## src/rtl/acc_cpu_sequencer_pkg.sv

```systemverilog
// Shared constants for the accumulator CPU sequencer: opcodes, FSM states,
// and the ALU / ACC control encodings driven into the datapath.
package acc_cpu_sequencer_pkg;

    localparam logic [3:0] OP_ADD  = 4'b0000;
    localparam logic [3:0] OP_ADDI = 4'b0001;
    localparam logic [3:0] OP_CSL  = 4'b0010;
    localparam logic [3:0] OP_SHR  = 4'b0011;
    localparam logic [3:0] OP_SW   = 4'b0100;
    localparam logic [3:0] OP_CLA  = 4'b0101;
    localparam logic [3:0] OP_COM  = 4'b0110;
    localparam logic [3:0] OP_LW   = 4'b0111;
    localparam logic [3:0] OP_JMP  = 4'b1000;
    localparam logic [3:0] OP_JZ   = 4'b1001;
    localparam logic [3:0] OP_HALT = 4'b1111;

    localparam logic [2:0] ALU_ADD = 3'b000;
    localparam logic [2:0] ALU_CSL = 3'b100;
    localparam logic [2:0] ALU_SHR = 3'b110;

    localparam logic [1:0] ACC_PASS = 2'b00;
    localparam logic [1:0] ACC_CLR  = 2'b01;
    localparam logic [1:0] ACC_COM  = 2'b10;

    typedef enum logic [2:0] {
        ST_IDLE   = 3'd0,
        ST_FETCH  = 3'd1,
        ST_DECODE = 3'd2,
        ST_EXEC   = 3'd3,
        ST_MEM    = 3'd4,
        ST_WB     = 3'd5
    } state_t;

    function automatic logic is_legal_op(input logic [3:0] op);
        logic legal;
        case (op)
            OP_ADD, OP_ADDI, OP_CSL, OP_SHR, OP_SW, OP_CLA,
            OP_COM, OP_LW, OP_JMP, OP_JZ, OP_HALT: legal = 1'b1;
            default:                                legal = 1'b0;
        endcase
        return legal;
    endfunction

endpackage

```

## src/rtl/acc_cpu_sequencer_decode.sv

```systemverilog
// Combinational opcode classifier: datapath control codes and the instruction
// class flags the sequencer FSM branches on.
module acc_seq_decode
    import acc_cpu_sequencer_pkg::*;
(
    input  logic [3:0] op,
    output logic [2:0] alu_ctl,
    output logic [1:0] acc_ctl,
    output logic       acc_ld_ok,
    output logic       is_mem,
    output logic       is_branch,
    output logic       is_halt,
    output logic       is_illegal
);

    always_comb begin
        alu_ctl    = ALU_ADD;
        acc_ctl    = ACC_PASS;
        acc_ld_ok  = 1'b0;
        is_mem     = 1'b0;
        is_branch  = 1'b0;
        is_halt    = 1'b0;
        is_illegal = !is_legal_op(op);
        case (op)
            OP_ADD, OP_ADDI: acc_ld_ok = 1'b1;
            OP_CSL: begin
                alu_ctl   = ALU_CSL;
                acc_ld_ok = 1'b1;
            end
            OP_SHR: begin
                alu_ctl   = ALU_SHR;
                acc_ld_ok = 1'b1;
            end
            OP_CLA: begin
                acc_ctl   = ACC_CLR;
                acc_ld_ok = 1'b1;
            end
            OP_COM: begin
                acc_ctl   = ACC_COM;
                acc_ld_ok = 1'b1;
            end
            OP_SW, OP_LW:   is_mem    = 1'b1;
            OP_JMP, OP_JZ:  is_branch = 1'b1;
            OP_HALT:        is_halt   = 1'b1;
            default: ;
        endcase
    end

endmodule

```

## src/rtl/acc_cpu_sequencer.sv

```systemverilog
// Multi-cycle FETCH/DECODE/EXEC|MEM/WB controller for the accumulator CPU,
// with ROM wait-state handshakes, an ack timeout and a retired-instruction count.
module acc_cpu_sequencer
    import acc_cpu_sequencer_pkg::*;
#(
    parameter int CNT_W   = 16,
    parameter int TIMEOUT = 15
) (
    input  logic             clk,
    input  logic             rst_n,
    input  logic             run,
    input  logic [3:0]       opcode,
    input  logic             acc_zero,
    input  logic             imem_ack,
    input  logic             dmem_ack,
    output logic             imem_req,
    output logic             ir_ld,
    output logic             pc_inc,
    output logic             pc_ld,
    output logic [2:0]       alu_ctl,
    output logic [1:0]       acc_ctl,
    output logic             acc_ld,
    output logic             acc_src_mem,
    output logic             dmem_req,
    output logic             data_rom_write_en,
    output logic             halted,
    output logic             illegal_op,
    output logic             bus_err,
    output logic [CNT_W-1:0] retired_cnt
);

    localparam int WAIT_W = $clog2(TIMEOUT + 1);

    state_t            state_reg, state_next;
    logic [3:0]        op_q_reg, op_q_next;
    logic [WAIT_W-1:0] wait_cnt_reg, wait_cnt_next;
    logic [CNT_W-1:0]  retired_cnt_reg, retired_cnt_next;

    logic [3:0] dec_op;
    logic [2:0] dec_alu_ctl;
    logic [1:0] dec_acc_ctl;
    logic       dec_acc_ld_ok;
    logic       dec_is_mem;
    logic       dec_is_branch;
    logic       dec_is_halt;
    logic       dec_is_illegal;
    logic       wait_expired;

    // DECODE classifies the live IR opcode; later states use the registered copy.
    assign dec_op = (state_reg == ST_DECODE) ? opcode : op_q_reg;

    acc_seq_decode u_decode (
        .op         (dec_op),
        .alu_ctl    (dec_alu_ctl),
        .acc_ctl    (dec_acc_ctl),
        .acc_ld_ok  (dec_acc_ld_ok),
        .is_mem     (dec_is_mem),
        .is_branch  (dec_is_branch),
        .is_halt    (dec_is_halt),
        .is_illegal (dec_is_illegal)
    );

    assign wait_expired = (wait_cnt_reg == WAIT_W'(TIMEOUT));
    assign retired_cnt  = retired_cnt_reg;

    always_comb begin
        state_next        = state_reg;
        op_q_next         = op_q_reg;
        wait_cnt_next     = wait_cnt_reg;
        retired_cnt_next  = retired_cnt_reg;
        imem_req          = 1'b0;
        ir_ld             = 1'b0;
        pc_inc            = 1'b0;
        pc_ld             = 1'b0;
        alu_ctl           = ALU_ADD;
        acc_ctl           = ACC_PASS;
        acc_ld            = 1'b0;
        acc_src_mem       = 1'b0;
        dmem_req          = 1'b0;
        data_rom_write_en = 1'b0;
        halted            = 1'b0;
        illegal_op        = 1'b0;
        bus_err           = 1'b0;

        case (state_reg)
            ST_IDLE: begin
                halted = 1'b1;
                if (run) state_next = ST_FETCH;
            end
            ST_FETCH: begin
                imem_req = 1'b1;
                // A late ack on the final allowed cycle still wins over the timeout.
                if (imem_ack) begin
                    ir_ld      = 1'b1;
                    pc_inc     = 1'b1;
                    state_next = ST_DECODE;
                end else if (wait_expired) begin
                    bus_err    = 1'b1;
                    state_next = ST_IDLE;
                end else begin
                    wait_cnt_next = wait_cnt_reg + WAIT_W'(1);
                end
            end
            ST_DECODE: begin
                op_q_next = opcode;
                if (dec_is_illegal) begin
                    illegal_op = 1'b1;
                    state_next = ST_EXEC;
                end else if (dec_is_mem) begin
                    state_next = ST_MEM;
                end else if (dec_is_halt) begin
                    state_next = ST_IDLE;
                end else begin
                    state_next = ST_EXEC;
                end
            end
            ST_EXEC: begin
                alu_ctl    = dec_alu_ctl;
                acc_ctl    = dec_acc_ctl;
                acc_ld     = dec_acc_ld_ok;
                pc_ld      = dec_is_branch && ((op_q_reg != OP_JZ) || acc_zero);
                state_next = ST_WB;
            end
            ST_MEM: begin
                dmem_req          = 1'b1;
                data_rom_write_en = (op_q_reg == OP_SW);
                if (op_q_reg == OP_LW) begin
                    acc_src_mem = 1'b1;
                    acc_ld      = dmem_ack;
                end
                if (dmem_ack) begin
                    state_next = ST_WB;
                end else if (wait_expired) begin
                    bus_err    = 1'b1;
                    state_next = ST_IDLE;
                end else begin
                    wait_cnt_next = wait_cnt_reg + WAIT_W'(1);
                end
            end
            ST_WB: begin
                retired_cnt_next = retired_cnt_reg + CNT_W'(1);
                state_next       = run ? ST_FETCH : ST_IDLE;
            end
            default: state_next = ST_IDLE;
        endcase

        if (state_next != state_reg) wait_cnt_next = '0;
    end

    always_ff @(posedge clk) begin
        if (!rst_n) begin
            state_reg       <= ST_IDLE;
            op_q_reg        <= 4'b0000;
            wait_cnt_reg    <= '0;
            retired_cnt_reg <= '0;
        end else begin
            state_reg       <= state_next;
            op_q_reg        <= op_q_next;
            wait_cnt_reg    <= wait_cnt_next;
            retired_cnt_reg <= retired_cnt_next;
        end
    end

endmodule
```

## config.mk

```make
export PLATFORM = sky130hd
export DESIGN_NAME = acc_cpu_sequencer
export DESIGN_NICKNAME = d
export VERILOG_FILES = /design/src/rtl/acc_cpu_sequencer_pkg.sv /design/src/rtl/acc_cpu_sequencer_decode.sv /design/src/rtl/acc_cpu_sequencer.sv
export SDC_FILE = /design/constraint.sdc
export NUM_CORES = 1
export LEC_CHECK = 0
export CAP_MARGIN = 0
export CORE_ASPECT_RATIO = 1.75
export CORE_MARGIN = 1
export CORE_UTILIZATION = 40
export CTS_BUF_LIST = sky130_fd_sc_hd__clkbuf_4 sky130_fd_sc_hd__clkbuf_8
export DETAILED_ROUTE_END_ITERATION = 12
export HOLD_SLACK_MARGIN = 0.02
export PLACE_DENSITY = 0.7
export SYNTH_ARGS = -nofsm -noshare
export SYNTH_HDL_FRONTEND = slang
export SYNTH_HIERARCHICAL = 1
export SYNTH_SLANG_ARGS = --single-unit
```

## constraint.sdc

```tcl
create_clock -name clk -period 2.6 [get_ports clk]
set_input_delay 0.52 -clock clk [delete_from_list [all_inputs] [get_ports clk]]
set_output_delay 0.52 -clock clk [all_outputs]
set_load 0.05 [all_outputs]
```

# --- Word level (Yosys, flattened, before mapping) ---
# Memory sizes are Yosys's and may differ from the RTL's.
# Index checks and enable logic that the tools add are counted.
totals:
  n_memories: 1
  ff_bits: 27
  inputBits: 10
  out_inout_bits: 32
  mem_bits_ro: 16
op_classes:
  n_bitwise: 1
  eq_ne: 22
  n_mux: 39
  n_reduce_logical: 10
  addsub: 2
memory_table:
  columns: ["memory", "words", "width", "read_ports", "rd_ports_with_merged_regs", "write_ports", "line", "text"]
  rows:
  - ["(no name shown)", 16, 1, 1, 0, 0, "acc_cpu_sequencer_pkg.sv:36", "case (op)"]
ops:
  columns: ["cell", "count"]
  rows:
  - ["$eq A4 B3 Y1 const B", 6]
  - ["$mux W3", 7]
  - ["$mux W1", 20]
  - ["$pmux W3 S6", 1]
  - ["$add A16 B1 Y16 const B", 1]
  - ["$eq A4 B4 Y1 const B", 4]
  - ["$mux W4", 4]
  - ["$eq A4 B2 Y1 const B", 2]
  - ["$pmux W4 S2", 1]
  - ["$eq A3 B2 Y1 const B", 2]
  - ["$eq A3 B3 Y1 const B", 2]
  - ["$pmux W3 S2", 1]
  - ["$reduce_or A2 Y1", 3]
  - ["$reduce_or A6 Y1", 1]
  - ["$add A4 B1 Y4 const B", 1]
  - ["$eq A4 B1 Y1 const B", 1]
  - ["$logic_not A4 Y1", 1]
  - ["$mux W2", 2]
  - ["$ne A2 B2 Y1 const B", 2]
  - ["$ne A4 B4 Y1 const B", 1]
  - ["$pmux W1 S2", 2]
  - ["$pmux W2 S2", 1]
  - ["$eq A3 B1 Y1 const B", 1]
  - ["$logic_not A3 Y1", 1]
  - ["6 further kinds", 6]

# --- Depth between registers and ports, before layout ---
# Gate-level depths: netlist of the first run.
logic_depth:
  depth_word: 10
  depth_mapped: 11

# --- By module ---
# Netlist of the first run, hierarchy kept.
by_module_without_submodules:
  columns: ["module", "area_each_um2", "instances", "cells_per_inst"]
  rows:
  - ["acc_cpu_sequencer", 1532.7, 1, 175]
  - ["acc_seq_decode", 100.1, 1, 14]

# --- Worst setup path after synthesis of the first run ---
# No wires, ideal clock.
synth_timing:
  path_kind: "register to output"
  from: "reg state_reg[2]"
  to: "out pc_inc"
  stages_incl_launch_ff: 6
  arrival_time_ns: 2.632
  path_slack_ns: -0.552
  required_ns: 2.080
  path_buffers: 3
  cell_sequence: "dfxtp_1 > clkbuf_2 > buf_2 > nor3_1 > and2_1 > buf_4"
synth_via:
  elab_chain_cells: 2
synth_rtl:
  columns: ["element", "line", "text"]
  rows:
  - ["start: declaration", "acc_cpu_sequencer.sv:34", "state_t state_reg, state_next;"]
  - ["start signal: assignment", "acc_cpu_sequencer.sv:157", "state_reg <= state_next;"]
  - ["$eq A3 B1 Y1", null, null]
  - ["$mux W1", null, null]
  - ["end: declaration", "acc_cpu_sequencer.sv:18", "output logic pc_inc,"]
# No other way between the ends.

# --- Worst setup path after layout of the first run ---
layout_timing:
  from: "reg state_reg[1]"
  to: "out acc_ctl[0]"
layout_via:
  elab_chain_cells: 5
layout_rtl:
  columns: ["element", "line", "text"]
  rows:
  - ["$eq A3 B2 Y1 *", "acc_cpu_sequencer.sv:50", "assign dec_op = (state_reg == ST_DECODE) ? opcode : op_q_reg;"]
  - ["$mux W4 *", null, null]
  - ["named net dec_op[3]", "acc_cpu_sequencer.sv:39", "logic [3:0] dec_op;"]
  - ["$eq A4 B3 Y1", "acc_cpu_sequencer_decode.sv:24", "case (op)"]
  - ["$pmux W2 S2 *", "acc_cpu_sequencer_decode.sv:24", null]
  - ["named net dec_acc_ctl[0]", "acc_cpu_sequencer.sv:41", "logic [1:0] dec_acc_ctl;"]
  - ["$mux W2 *", "acc_cpu_sequencer.sv:85", "case (state_reg)"]
  - ["end: declaration", "acc_cpu_sequencer.sv:21", "output logic [1:0] acc_ctl,"]
# The timed path passes the listed nets; every way through them passes the cells marked *.

==> reports/results.ini, run 1 <==
[synth]
ys_types = 47
synth_nets = 201
synth_top_flop_cell = dfxtp_1
synth_edf_count = 0
avgSynthCellArea_um2 = 8.639
yosysWarnings = 6
syn_area_um2 = 1633
syn_inst = 189
async_flop_share = 0
ys_seq_area_frac = 0.3310
ys_seq_elements = 27

[timing]
max_freq_mhz = 395.4
hold_ws_ns = 0.5011
min_period_ns = 2.529
hold_viol = 0
slew_violations = 0
rsz0062_at_grt = true
fin_worst_skew_ns = 0.003912
worst_slack_ns = 0.07083
finalSetupViolCount = 0
period_share = 0.9728

[floorplanning]
core.rowCount = 30
dieArea_um2 = 4352
die-height_um = 86.52
pin_count = 42
die_w_um = 50.30
core_area_um2 = 3904
start_util = 0.4183

[clock_tree]
clkLatencyLatePin_ns = 0.27
cts.sinks = 27
cts_tree = done
clockBufferDepth = 2
cts-root-buf = clkbuf_8
path_clk_slew_ns = 0.09
cts_made_buffers = 3
cts_max_level = 1

[grt]
grt_max_degree = 20
grt_pass1_vias = 1491
antenna_found_initial = 0
grt_pass1_wl_um = 6368
grt_overflow = 0
track_usage = 0.1861

[final_layout]
largest_reg_flops = 16
num_antenna_cells = 0
nFillCells = 350
drive_above_1_share = 0.2553
syn_to_final_growth_pct = 44.52
final_core_util = 0.6045
final_cells = 283
fin_nets = 248

[critical_path]
crit_fanout = 7
required_ns = 2.08
arrival_ns = 2.01
critical_path.top_delay_family = simple AND/OR/NAND/NOR gates
crit_slowest_cell = dfxtp_2
reg2reg_from = state_reg[1]$_SDFF_PN0_
cp_num_buf_inv = 1
start_kind = flop
crit_start = state_reg[1]$_SDFF_PN0_
crit_chain = nor2b_4, and2_4, mux2_4, nand2b_1, nor3b_1, and3_2, buf_12
r2r_setup_slack_ns = 0.25
worstSetupPathType = reg -> out
slowest_delay_ns = 0.34
cp-end-kind = output port

[placed_design]
portBuffers = 40
dp.final_hpwl_um = 2930
gp_congestion = 0.7561
dpl.cell_count = 278
place_ws_ns = 0.06436

[power_and_ir_drop]
pwr-share-comb = 0.269
p_switching_mw = 0.2723
leakage_nw = 0.9125
clkPwrFrac = 0.260
swShare = 0.2997
vdd_drop_max_mv = 0.2383
pwr_density_cell_nw_per_um2 = 385.1
seq_power_share = 0.471
p_total_mw = 0.9087
intPower_mw = 0.6364

[drt]
wl_um = 3739
drc = 0
vias = 1512
wl_per_cell_um = 13.21
drt_iter0_drc = 10
dr.pass1.iters = 4
final_antenna_net_count = 0
vias_per_cell = 5.343

[worst_hold_path]
hold_class = reg -> reg
hp-start = retired_cnt[8]$_SDFFE_PN0N_

[status]
status = completed

[job]
drv_cap = 0

[logic make-up after synthesis]
kind of cell	share of synthesized area
AO/OA/AOI/OAI	0.1318
XOR/XNOR	0.07510
adder cells (fa/ha/maj)	0.01532
buffers and inverters	0.04137
flip-flops	0.3310
multiplexers	0.04061
other	0.002297
AND/OR/NAND/NOR	0.3625
[worst paths after layout]
path / endpoint / cells past startpoint
setup / recovery: acc_ctl[0] / 7
hold / removal: retired_cnt[8]$_SDFFE_PN0N_ / 2
setup reg to reg: wait_cnt_reg[2]$_SDFFE_PP0P_ / 9
hold reg to reg: retired_cnt[8]$_SDFFE_PN0N_ / 2
[power by group through the flow]
stage	clock network (mW)	logic (mW)	registers [mW]
floorplan	0	0.147	0.437
global placement	0	0.231	0.437
detailed placement	0	0.233	0.437
CTS	0.247	0.237	0.428
global route	0.260	0.262	0.429
finish	0.236	0.244	0.428
[cell usage after synthesis (5+ instances only)]
master | count | area share
a21oi_1 | 14 | 0.043
and2_1 | 11 | 0.042
and3_1 | 10 | 0.038
dfxtp_1 | 27 | 0.33
mux2_2 | 5 | 0.034
nand2_1 | 13 | 0.030
nand3_1 | 8 | 0.025
nor2_1 | 16 | 0.037
nor3_1 | 7 | 0.021
o21ai_0 | 10 | 0.031
xnor2_1 | 8 | 0.043
xor2_1 | 6 | 0.032
[worst min-delay path, stage by stage, from the launching register on]
cell	delay, ns
dfxtp_1	0.33
o21ai_0	0.07
a21oi_1	0.06
[cell type report]
cell class / instances / area [um2] / area share
timing repair buffer: 51 / 614.3 / 0.2603
multi-input combinational: 149 / 1082 / 0.4586
inverter: 4 / 15.01 / 0.006363
clock buffer: 3 / 41.29 / 0.01750
sequential: 27 / 541.8 / 0.2296
clock inverter: 1 / 5.005 / 0.002121
tap: 48 / 60.06 / 0.02545
[metal layers]
metal	vias up	wire, um	track usage
met4	0	53	0.08838
met2	37	2199	0.3685
met3	4	111	0.02281
li1	761	-	-
met5	-	0	0
met1	710	1374	0.1815
[stage by stage]
step	TNS [ns]	area, um2
after floorplan	-0.08827	1652
after global placement	0	2262
after detailed placement	0	2262
after CTS	0	2318
after global routing	-0.1063	2360
final	0	2360
[layout by cell type, fill, tap and decap left out, types with 2 or more instances in the layout]
| master | netlist | layout |
|---|---|---|
| clkbuf_8 | 0 | 3 |
| nand4_1 | 2 | 2 |
| nor2_1 | 16 | 16 |
| xnor2_1 | 8 | 7 |
| mux2_4 | 0 | 2 |
| nand4_4 | 2 | 2 |
| nor3b_1 | 4 | 2 |
| o21bai_1 | 2 | 2 |
| xor2_1 | 6 | 6 |
| mux2_2 | 5 | 3 |
| a21oi_1 | 14 | 13 |
| nor2b_1 | 3 | 3 |
| and3_2 | 0 | 3 |
| clkdlybuf4s50_1 | 0 | 26 |
| buf_12 | 0 | 13 |
| nand2_1 | 13 | 13 |
| nand3_1 | 8 | 8 |
| and3_1 | 10 | 6 |
| nand2b_1 | 2 | 2 |
| inv_1 | 4 | 4 |
| or3_1 | 3 | 3 |
| nor3_1 | 7 | 6 |
| and2_1 | 11 | 10 |
| dfxtp_1 | 27 | 26 |
| ha_1 | 2 | 2 |
| nor3b_2 | 1 | 3 |
| o21ai_0 | 10 | 10 |
| buf_4 | 2 | 11 |
[timing repair]
| action | in CTS | in global routing |
|---|---|---|
| pin swaps | 0 | 2 |
| buffers inserted | 0 | 1 |
| resized for setup | 4 | 7 |
| endpoints found under the setup margin | 6 | 10 |
| hold buffers | 0 | 0 |
No activity file was read; power rests on OpenSTA's default activity.
==> run 2, diff against run 1 <==
CORE_MARGIN = unset   (was 1)
==> results of run 2 <==
No change in the layout: final DEF, timing and power equal those of run 1.
